[config.mk]
export PLATFORM = sky130hd
export DESIGN_NAME = decode_stage_flat
export DESIGN_NICKNAME = d
export VERILOG_FILES = /design/src/rtl/decode_pkg.sv /design/src/rtl/decode_if.sv /design/src/rtl/decode_skid.sv /design/src/rtl/decode_stage.sv /design/src/flat_wrapper.sv
export SDC_FILE = /design/constraint.sdc
export NUM_CORES = 1
export LEC_CHECK = 0
export BUFFER_PORTS_ARGS = -buffer_cell sky130_fd_sc_hd__buf_2
export CAP_MARGIN = 0
export CORE_MARGIN = 2
export CORE_UTILIZATION = 55
export CTS_CLUSTER_SIZE = 10
export DETAILED_ROUTE_END_ITERATION = 16
export GPL_TIMING_DRIVEN = 1
export PLACE_DENSITY = 0.8
export SYNTH_ARGS = -nofsm -noshare
export SYNTH_HDL_FRONTEND = slang
export SYNTH_SLANG_ARGS = --single-unit
[constraint.sdc]
create_clock -name clk -period 2.8 [get_ports clk]
set_input_delay 0.28 -clock clk [delete_from_list [all_inputs] [get_ports clk]]
set_output_delay 0.28 -clock clk [all_outputs]
set_load 0.05 [all_outputs]
[src/rtl/decode_pkg.sv]
// decode_pkg: shared types, RISC-V opcodes and format lookup for the decode stage
package decode_pkg;

    localparam int MAX_XLEN = 64;
    localparam int MAX_PC_W = 64;

    typedef enum logic [2:0] {
        FMT_NONE = 3'd0,
        FMT_R    = 3'd1,
        FMT_I    = 3'd2,
        FMT_S    = 3'd3,
        FMT_B    = 3'd4,
        FMT_U    = 3'd5,
        FMT_J    = 3'd6
    } fmt_e;

    localparam logic [6:0] OP       = 7'b0110011;
    localparam logic [6:0] OP_IMM   = 7'b0010011;
    localparam logic [6:0] LOAD     = 7'b0000011;
    localparam logic [6:0] STORE    = 7'b0100011;
    localparam logic [6:0] BRANCH   = 7'b1100011;
    localparam logic [6:0] JAL      = 7'b1101111;
    localparam logic [6:0] JALR     = 7'b1100111;
    localparam logic [6:0] LUI      = 7'b0110111;
    localparam logic [6:0] AUIPC    = 7'b0010111;
    localparam logic [6:0] SYSTEM   = 7'b1110011;
    localparam logic [6:0] MISC_MEM = 7'b0001111;

    // Entry is sized for the widest configuration; narrower builds drop the upper bits at the output.
    typedef struct packed {
        logic [MAX_PC_W-1:0] pc;
        logic [6:0]          opcode;
        logic [4:0]          rd;
        logic [4:0]          rs1;
        logic [4:0]          rs2;
        logic [2:0]          funct3;
        logic [6:0]          funct7;
        fmt_e                fmt;
        logic [MAX_XLEN-1:0] imm;
        logic                illegal;
    } dec_entry_t;

    function automatic fmt_e fmt_of(input logic [6:0] op);
        case (op)
            OP:                                    return FMT_R;
            OP_IMM, LOAD, JALR, SYSTEM, MISC_MEM:  return FMT_I;
            STORE:                                 return FMT_S;
            BRANCH:                                return FMT_B;
            LUI, AUIPC:                            return FMT_U;
            JAL:                                   return FMT_J;
            default:                               return FMT_NONE;
        endcase
    endfunction

endpackage

[src/rtl/decode_if.sv]
// decode_if: fetch-side and issue-side handshake bundle of the decode stage
interface decode_if
    import decode_pkg::*;
#(
    parameter int XLEN = 32,
    parameter int PC_W = 32
);
    logic            in_valid;
    logic            in_ready;
    logic [31:0]     in_instr;
    logic [PC_W-1:0] in_pc;
    logic            out_valid;
    logic            out_ready;
    logic [PC_W-1:0] out_pc;
    logic [6:0]      out_opcode;
    logic [4:0]      out_rd;
    logic [4:0]      out_rs1;
    logic [4:0]      out_rs2;
    logic [2:0]      out_funct3;
    logic [6:0]      out_funct7;
    fmt_e            out_fmt;
    logic [XLEN-1:0] out_imm;
    logic            out_illegal;

    modport master (
        output in_valid, in_instr, in_pc, out_ready,
        input  in_ready, out_valid, out_pc, out_opcode, out_rd, out_rs1, out_rs2,
               out_funct3, out_funct7, out_fmt, out_imm, out_illegal
    );

    modport slave (
        input  in_valid, in_instr, in_pc, out_ready,
        output in_ready, out_valid, out_pc, out_opcode, out_rd, out_rs1, out_rs2,
               out_funct3, out_funct7, out_fmt, out_imm, out_illegal
    );
endinterface

[src/rtl/decode_skid.sv]
// decode_skid: two-entry skid buffer with registered in_ready, FIFO order, flush
module decode_skid #(
    parameter type T = logic
) (
    input  logic clk,
    input  logic rst_n,
    input  logic i_flush,
    input  logic i_valid,
    output logic o_ready,
    input  T     i_data,
    output logic o_valid,
    input  logic i_ready,
    output T     o_data
);
    typedef enum logic [1:0] {EMPTY, ONE, TWO} state_e;

    state_e r_state;
    state_e w_next;
    T       r_main;
    T       r_skid;
    logic   r_in_ready;
    logic   w_in_fire;
    logic   w_out_fire;
    logic   w_load_main;
    logic   w_load_skid;
    logic   w_skid_to_main;

    assign w_in_fire  = i_valid & r_in_ready;
    assign w_out_fire = (r_state != EMPTY) & i_ready;

    // Next state and which entry register loads; flush overrides everything.
    always_comb begin
        w_next         = r_state;
        w_load_main    = 1'b0;
        w_load_skid    = 1'b0;
        w_skid_to_main = 1'b0;
        if (i_flush) begin
            w_next = EMPTY;
        end else begin
            case (r_state)
                EMPTY: begin
                    w_next      = w_in_fire ? ONE : EMPTY;
                    w_load_main = w_in_fire;
                end
                ONE: begin
                    w_next      = w_in_fire ? (w_out_fire ? ONE : TWO) : (w_out_fire ? EMPTY : ONE);
                    w_load_main = w_in_fire & w_out_fire;
                    w_load_skid = w_in_fire & !w_out_fire;
                end
                TWO: begin
                    w_next         = w_out_fire ? ONE : TWO;
                    w_skid_to_main = w_out_fire;
                end
                default: w_next = EMPTY;
            endcase
        end
    end

    // State, registered ready and entry storage.
    always_ff @(posedge clk or negedge rst_n) begin
        if (!rst_n) begin
            r_state    <= EMPTY;
            r_in_ready <= 1'b1;
            r_main     <= '0;
            r_skid     <= '0;
        end else begin
            r_state    <= w_next;
            r_in_ready <= (w_next != TWO);
            if (w_load_main)
                r_main <= i_data;
            else if (w_skid_to_main)
                r_main <= r_skid;
            if (w_load_skid)
                r_skid <= i_data;
        end
    end

    assign o_ready = r_in_ready;
    assign o_valid = (r_state != EMPTY);
    assign o_data  = r_main;
endmodule

[src/rtl/decode_stage.sv]
// decode_stage: registered RISC-V decode with format/immediate select and skid buffer.
// Optional DECODE_ILLEGAL_CHECK_EN enables the illegal-instruction flag.
module decode_stage
    import decode_pkg::*;
#(
    parameter int XLEN = 32,
    parameter int PC_W = 32
) (
    input logic     clk,
    input logic     rst_n,
    input logic     flush,
    decode_if.slave bus
);
    logic [31:0] w_i;
    logic [6:0]  w_op;
    fmt_e        w_fmt;
    logic [31:0] w_imm32;
    logic        w_illegal;
    dec_entry_t  w_entry;
    dec_entry_t  w_out;
    logic        w_unused;

    assign w_i   = bus.in_instr;
    assign w_op  = w_i[6:0];
    assign w_fmt = fmt_of(w_op);

    assign w_imm32 = (w_fmt == FMT_I) ? {{20{w_i[31]}}, w_i[31:20]} :
                     (w_fmt == FMT_S) ? {{20{w_i[31]}}, w_i[31:25], w_i[11:7]} :
                     (w_fmt == FMT_B) ? {{19{w_i[31]}}, w_i[31], w_i[7], w_i[30:25], w_i[11:8], 1'b0} :
                     (w_fmt == FMT_U) ? {w_i[31:12], 12'd0} :
                     (w_fmt == FMT_J) ? {{11{w_i[31]}}, w_i[31], w_i[19:12], w_i[20], w_i[30:21], 1'b0} :
                     32'd0;

`ifdef DECODE_ILLEGAL_CHECK_EN
    assign w_illegal = (w_i[1:0] != 2'b11)
                     | (w_fmt == FMT_NONE)
                     | ((w_op == BRANCH) & (w_i[14:13] == 2'b01))
                     | ((w_op == OP) & (w_i[31:25] != 7'b0000000) & (w_i[31:25] != 7'b0100000))
                     | ((XLEN == 32) & (w_op == OP_IMM) & (w_i[13:12] == 2'b01) & w_i[25]);
`else
    assign w_illegal = 1'b0;
`endif

    assign w_entry = '{
        pc:      MAX_PC_W'(bus.in_pc),
        opcode:  w_op,
        rd:      w_i[11:7],
        rs1:     w_i[19:15],
        rs2:     w_i[24:20],
        funct3:  w_i[14:12],
        funct7:  w_i[31:25],
        fmt:     w_fmt,
        imm:     {{(MAX_XLEN-32){w_imm32[31]}}, w_imm32},
        illegal: w_illegal
    };

    decode_skid #(.T(dec_entry_t)) u_skid (
        .clk     (clk),
        .rst_n   (rst_n),
        .i_flush (flush),
        .i_valid (bus.in_valid),
        .o_ready (bus.in_ready),
        .i_data  (w_entry),
        .o_valid (bus.out_valid),
        .i_ready (bus.out_ready),
        .o_data  (w_out)
    );

    assign bus.out_pc      = w_out.pc[PC_W-1:0];
    assign bus.out_opcode  = w_out.opcode;
    assign bus.out_rd      = w_out.rd;
    assign bus.out_rs1     = w_out.rs1;
    assign bus.out_rs2     = w_out.rs2;
    assign bus.out_funct3  = w_out.funct3;
    assign bus.out_funct7  = w_out.funct7;
    assign bus.out_fmt     = w_out.fmt;
    assign bus.out_imm     = w_out.imm[XLEN-1:0];
    assign bus.out_illegal = w_out.illegal;

    // Upper pc/imm bits beyond PC_W/XLEN are carried in the entry but never driven out.
    assign w_unused = ^w_out;
endmodule

[src/flat_wrapper.sv]
// flat-port wrapper written by rule: the top's interface ports become plain ports
module decode_stage_flat import decode_pkg::*;
#(
    parameter int XLEN = 32,
    parameter int PC_W = 32
)
  (clk, rst_n, flush, bus_in_valid, bus_in_instr, bus_in_pc, bus_out_ready, bus_in_ready, bus_out_valid, bus_out_pc, bus_out_opcode, bus_out_rd, bus_out_rs1, bus_out_rs2, bus_out_funct3, bus_out_funct7, bus_out_fmt, bus_out_imm, bus_out_illegal);
  decode_if #(.XLEN(XLEN), .PC_W(PC_W)) bus_i ();
  input logic clk;
  input logic rst_n;
  input logic flush;
  input wire logic [$bits(bus_i.in_valid)-1:0] bus_in_valid;
  input wire logic [$bits(bus_i.in_instr)-1:0] bus_in_instr;
  input wire logic [$bits(bus_i.in_pc)-1:0] bus_in_pc;
  input wire logic [$bits(bus_i.out_ready)-1:0] bus_out_ready;
  output wire logic [$bits(bus_i.in_ready)-1:0] bus_in_ready;
  output wire logic [$bits(bus_i.out_valid)-1:0] bus_out_valid;
  output wire logic [$bits(bus_i.out_pc)-1:0] bus_out_pc;
  output wire logic [$bits(bus_i.out_opcode)-1:0] bus_out_opcode;
  output wire logic [$bits(bus_i.out_rd)-1:0] bus_out_rd;
  output wire logic [$bits(bus_i.out_rs1)-1:0] bus_out_rs1;
  output wire logic [$bits(bus_i.out_rs2)-1:0] bus_out_rs2;
  output wire logic [$bits(bus_i.out_funct3)-1:0] bus_out_funct3;
  output wire logic [$bits(bus_i.out_funct7)-1:0] bus_out_funct7;
  output wire logic [$bits(bus_i.out_fmt)-1:0] bus_out_fmt;
  output wire logic [$bits(bus_i.out_imm)-1:0] bus_out_imm;
  output wire logic [$bits(bus_i.out_illegal)-1:0] bus_out_illegal;
  assign bus_i.in_valid = bus_in_valid;
  assign bus_i.in_instr = bus_in_instr;
  assign bus_i.in_pc = bus_in_pc;
  assign bus_i.out_ready = bus_out_ready;
  assign bus_in_ready = bus_i.in_ready;
  assign bus_out_valid = bus_i.out_valid;
  assign bus_out_pc = bus_i.out_pc;
  assign bus_out_opcode = bus_i.out_opcode;
  assign bus_out_rd = bus_i.out_rd;
  assign bus_out_rs1 = bus_i.out_rs1;
  assign bus_out_rs2 = bus_i.out_rs2;
  assign bus_out_funct3 = bus_i.out_funct3;
  assign bus_out_funct7 = bus_i.out_funct7;
  assign bus_out_fmt = bus_i.out_fmt;
  assign bus_out_imm = bus_i.out_imm;
  assign bus_out_illegal = bus_i.out_illegal;
  decode_stage #(.XLEN(XLEN), .PC_W(PC_W)) u_core (.clk(clk), .rst_n(rst_n), .flush(flush), .bus(bus_i));
endmodule
=== Word level (Yosys, flattened, before mapping) ===
Index checks and enable logic that the tools add are counted.

* Register bits: 202

* Eq/ne operators: 19
* Bitwise gates (word level): 4
* Reductions and logical operators: 6
* Muxes and demuxes: 20

{| class="wikitable"
|+ Operator list
! cell !! number
|-
| $mux 132 || 2
|-
| $mux 32 || 5
|-
| $eq 7x7->1 const B || 4
|-
| $eq 7x6->1 const B || 3
|-
| $pmux 3 s6 || 1
|-
| $eq 7x5->1 const B || 2
|-
| $eq 3x3->1 const B || 3
|-
| $eq 7x2->1 const B || 1
|-
| $eq 7x4->1 const B || 1
|-
| $mux 1 || 7
|-
| $eq 3x2->1 const B || 2
|-
| $mux 2 || 3
|-
| $pmux 2 s3 || 1
|-
| $reduce_or 5->1 || 1
|-
| $and 1x1->1 || 4
|-
| $reduce_bool 2->1 || 2
|-
| $eq 2x1->1 const B || 1
|-
| $eq 2x2->1 const B || 1
|-
| $logic_not 2->1 || 1
|-
| $ne 2x2->1 const B || 1
|-
| $pmux 1 s2 || 1
|-
| $reduce_or 2->1 || 1
|-
| $logic_not 1->1 || 1
|}

=== Logic depth before layout (Yosys ltp) ===
* Depth after elaboration: 10
* Gate-level depth with buffers: 11

=== By module ===
From an unflattened synthesis, not the netlist that was laid out.

* Cells, all modules: 1028
* Area total of the unflattened synthesis: 16315.6 sq um

{| class="wikitable"
|+ By module, submodules not included
! module !! cells an instance !! instances !! area each (sq um)
|-
| decode_skid || 897 || 1 || 15513.6
|-
| decode_stage || 131 || 1 || 802.0
|}

=== Least setup slack after synthesis ===
OpenSTA, ideal clock, no wires.

* Path kind: register to register
* From: register u_core.u_skid.r_state[0]
* To: register u_core.u_skid.r_main, in the netlist u_core.u_skid.o_data[22]
* Path slack: 586 ps
* Cell stages (with the launch flop): 12
* Period minus slack after synthesis: 2214 ps
* Path buffers: 2
* Required time: 2671 ps
* Library setup time: 129 ps
* Arrival time: 2085 ps
* Path through: dfrtp_1 -> or2_2 -> nand2_1 -> inv_1 -> ha_1 -> and2_1 -> o21a_2 -> buf_6 -> and2_1 -> buf_2 -> nand2_1 -> nand3_1

* Longest elaborated chain between the ends: 6
* Elaborated cells on any way between the ends: 12

{| class="wikitable"
|+ RTL lines
! element !! line !! RTL
|-
| start, declared || decode_skid.sv:17 || <nowiki>state_e r_state;</nowiki>
|-
| start signal, assigned || decode_skid.sv:67 || <nowiki>r_state <= w_next;</nowiki>
|-
| $reduce_bool 2->1 (*) || - ||
|-
| named net bus_out_valid || flat_wrapper.sv:17 || <nowiki>output wire logic [$bits(bus_i.out_valid)-1:0] bus_out_valid;</nowiki>
|-
| $and 1x1->1 (*) || decode_skid.sv:29 || <nowiki>assign w_out_fire = (r_state != EMPTY) & i_ready;</nowiki>
|-
| $and 1x1->1 || decode_skid.sv:47 || <nowiki>w_load_main = w_in_fire & w_out_fire;</nowiki>
|-
| $pmux 1 s2 || decode_skid.sv:40 || <nowiki>case (r_state)</nowiki>
|-
| $mux 1 || decode_skid.sv:37 || <nowiki>if (i_flush) begin</nowiki>
|-
| $mux 132 or $reduce_bool 2->1 (tied branches) || - ||
|-
| end signal, assigned || decode_skid.sv:70 || <nowiki>r_main <= i_data;</nowiki>
|-
| end signal, assigned || decode_skid.sv:72 || <nowiki>r_main <= r_skid;</nowiki>
|-
| end, declared || decode_skid.sv:19 || <nowiki>T r_main;</nowiki>
|}

Mark *: on every way through the listed nets, which the timed path passes. The rest lies on a longest branch.
A chain may end at the register's enable or synchronous reset.

=== Worst setup path after layout ===
* From: register u_core.u_skid.r_state[0]
* To: register u_core.u_skid.r_main, in the netlist u_core.u_skid.o_data[115]

* Longest elaborated chain between the ends: 6
* Elaborated cells on any way between the ends: 12

{| class="wikitable"
|+ RTL lines
! element !! line
|-
| $reduce_bool 2->1 || decode_skid.sv:29
|-
| $and 1x1->1 || decode_skid.sv:29
|-
| $and 1x1->1 || decode_skid.sv:47
|-
| $pmux 1 s2 || decode_skid.sv:40
|-
| $mux 1 || decode_skid.sv:37
|-
| $mux 132 or $reduce_bool 2->1 (tied branches) || -
|}

Several ways; a longest one is shown, not always the timed one.

==> flow_summary.ini <==
[outcome]
status = completed

[global_route]
grt_overflow = 0
grt_pass1_vias = 6982
antenna_found_initial = 2
grt_max_degree = 89
grt_usage_pct = 26.7
grt_pass1_wl_um = 35700

[sta]
timing.final.ws_setup_ns = 0.400
maxSlewHeadroom_pct = 47.0
worst_pin_slew_ns = 0.795
skew_ns = 0.00779
layout_min_cycle_time_ns = 2.40
fmax_ghz = 0.417
drv_slew = 0
hold_ws_ns = 0.0124
grt_setup_unrepaired = no
fin_tns_setup_ns = 0
setup_violations = 0
finalCritPeriodShare_pct = 85.7
hold_viol_final = 0

[synth]
synthFlopType = dfrtp_1
synth.distinct_cells = 58
yosys-top-cells-area = dfrtp_1 (58%), nand2_1 (15%), a22oi_1 (7.3%)
async_flop_share_pct = 100
ys_seq_elements = 201
netlist_area_um2 = 8610
synth_top_area_share_pct = 58.1
syn_area_per_cell_um2 = 9.71
synth_warnings = 0
postSynthNetCount = 958
yosysSeqAreaShare_pct = 58.4
syn_inst = 887
synth_common_cells = nand2_1 (346), dfrtp_1 (200), a22oi_1 (84), nand3_1 (25), clkbuf_1 (24)
yosysMostFrequentCell = nand2_1
synth_edf_count = 0
synth_top_area_cell = dfrtp_1

[min_path]
whs_path_depth = 3
hp-class = input pin to flop
hp-start = bus_in_pc[23]
hold_end = u_core.u_skid.r_skid[123]

[route]
drt_iter0_markers = 611
first_pass_iters = 5
route.met2.wl_um = 10500
drc = 0
wl_um = 22400
vias_per_cell = 5.70
routedWlPerCell_um = 17.5
via_count = 7301
drtAntennaViolNets = 0
met3_length_um = 1690
routed.top_layer = met5
wl_met1_um = 9700

[floorplan]
die_w_um = 129
die-area_um2 = 16700
initial_core_util_pct = 56.4
rows = 45
core_area_um2 = 15300
io_pins = 171
fp.dieH_um = 129

[layout]
nNetsFinal = 1132
register_area_um2 = 5030
multi_input_area_um2 = 3260
final_core_util_pct = 69.1
area_growth_pct = 22.5
antenna_cells = 0
nFillCells = 1157
drive_above_1_share_pct = 21.4

[setup_path]
critPathMostFrequentCell = nand2_1
worstSetupPathType = flop to flop
worstPathRequired_ns = 3.23
worst_setup_path_end_kind = flop
cp_slowest_cell = dfrtp_1
slowest_delay_ns = 0.46
r2r_end = u_core.u_skid.o_data[115]
worstPathCellList = or2_2 > nand2_1 > inv_1 > ha_1 > and2_1 > o21a_4 > nor2_8 > buf_4 > nand2_1 > nand2_1
path_delay_family = simple AND/OR/NAND/NOR gates
cp-start-kind = flop
cp_num_buf_inv = 2
timing.rr.start = u_core.u_skid.r_state[0]
reg2reg_depth = 10
worstPathArrival_ns = 2.83
cp_max_fo = 44
reg2reg_slack_ns = 0.40

[place]
dpl.hpwl_um = 14200
pre_cts_slack_ns = 0.410
routabilityCongestion = 0.842
port-buffer-count = 169

[clock_tree]
clk_pin_slew_ns = 0.05
cts_tree = built
cts_max_level = 1
insertion_delay_ns = 0.50
ctsResizeCount = 0
cts_buffer_depth = 3
cts_buffers = 24
cts.sinks = 201
clock-root-buffer = clkbuf_16

[power_and_ir_drop]
finalPower_uw = 8970
vdd_drop_max_uv = 482
powerDensity_nw_per_um2 = 851
leakagePower_uw = 0.00558

[job]
cap_violations = 0
-- flip-flops by register name, summed over array words and instances, names as in the netlist --
register and count:
u_core.u_skid.o_data 99, u_core.u_skid.r_state 2, u_core.u_skid.r_skid 99, u_core.u_skid.o_ready 1
-- how the worst max path moves through the flow --
stage,start,endpoint,slack (ns),cells past startpoint
floorplan,u_core.u_skid.r_state[0],u_core.u_skid.o_data[22],0.59,11
global placement,u_core.u_skid.r_state[0],u_core.u_skid.o_data[91],0.51,10
detailed placement,u_core.u_skid.r_state[0],u_core.u_skid.o_data[115],0.41,10
CTS,u_core.u_skid.r_state[0],u_core.u_skid.o_data[115],0.40,10
global route,u_core.u_skid.r_state[0],u_core.u_skid.o_data[98],0.26,10
finish,u_core.u_skid.r_state[0],u_core.u_skid.o_data[115],0.40,10
-- worst reg2reg max path: cells and delay by family, from the launching register on --
| kind | cells | cell delay [ns] |
|---|---|---|
| AOI/OAI and AO/OA | 1 | 0.32 |
| DFF | 1 | 0.46 |
| and+or+nand+nor | 6 | 0.95 |
| buffers and inverters | 2 | 0.46 |
| adders and majority gates | 1 | 0.16 |
-- layout by cell type (no fill, tap or decap), types with 2 or more instances in the layout --
cell           count
and3b_1            3
nand2b_1           3
nand4_1            3
a22o_1             6
dfrtp_1          200
dlygate4sd3_1     26
buf_4             12
nor3_1             5
clkbuf_1           8
a31oi_1            3
nand2_1          346
a32o_1             6
a21o_1             7
a22oi_1           84
a221o_1           20
and2_1             4
inv_1              4
a211oi_1           8
and3_1             3
o21ai_0           14
a21oi_1           16
a32oi_1            4
buf_2            168
clkbuf_16         25
nand3_1           24
ha_1               2
nor2_1            15
buf_12             5
nor2b_1           11
-- cells by family after synthesis --
group | Yosys count | share of synthesized area, %
fa+ha+maj | 3 | 0.407
xor+xnor | 1 | 0.102
flops | 201 | 58.4
other cells | 1 | 0.0435
buf+inv | 69 | 4.08
mux | 1 | 0.116
compound gates | 182 | 16.1
simple gates | 429 | 20.7
-- stage by stage --
step	instance area [um2]	std cells
2_1_floorplan	8610	887
3_3_place_gp	9620	1220
3_5_place_dp	9620	1220
4_1_cts	10500	1281
5_1_grt	10500	1281
6_report	10500	1281
-- per-layer routing --
layer	track usage, %	vias to the layer above
met4	7.86	4
li1	-	3394
met3	5.24	48
met5	0	-
met1	38.0	3564
met2	41.9	291
-- report_power, final --
group | switching (uW) | internal, uW
sequential | 366 | 3560
clock | 1110 | 1610
combinational | 1720 | 598
-- final cells by class --
| cell class | count | share of cell area (%) |
|---|---|---|
| Sequential cell | 201 | 47.7 |
| Multi-Input combinational cell | 617 | 30.9 |
| Timing Repair Buffer | 212 | 12.4 |
| Clock buffer | 33 | 6.22 |
| Tap cell | 211 | 2.50 |
| Inverter | 5 | 0.178 |
| Clock inverter | 2 | 0.119 |
-- timing repair --
item | CTS | global route
setup buffers | 0 | 0
setup endpoints to repair | 0 | 0
hold endpoints to repair | 93 | 0
hold buffers | 26 | 0
(Power assumes the default switching activity.)
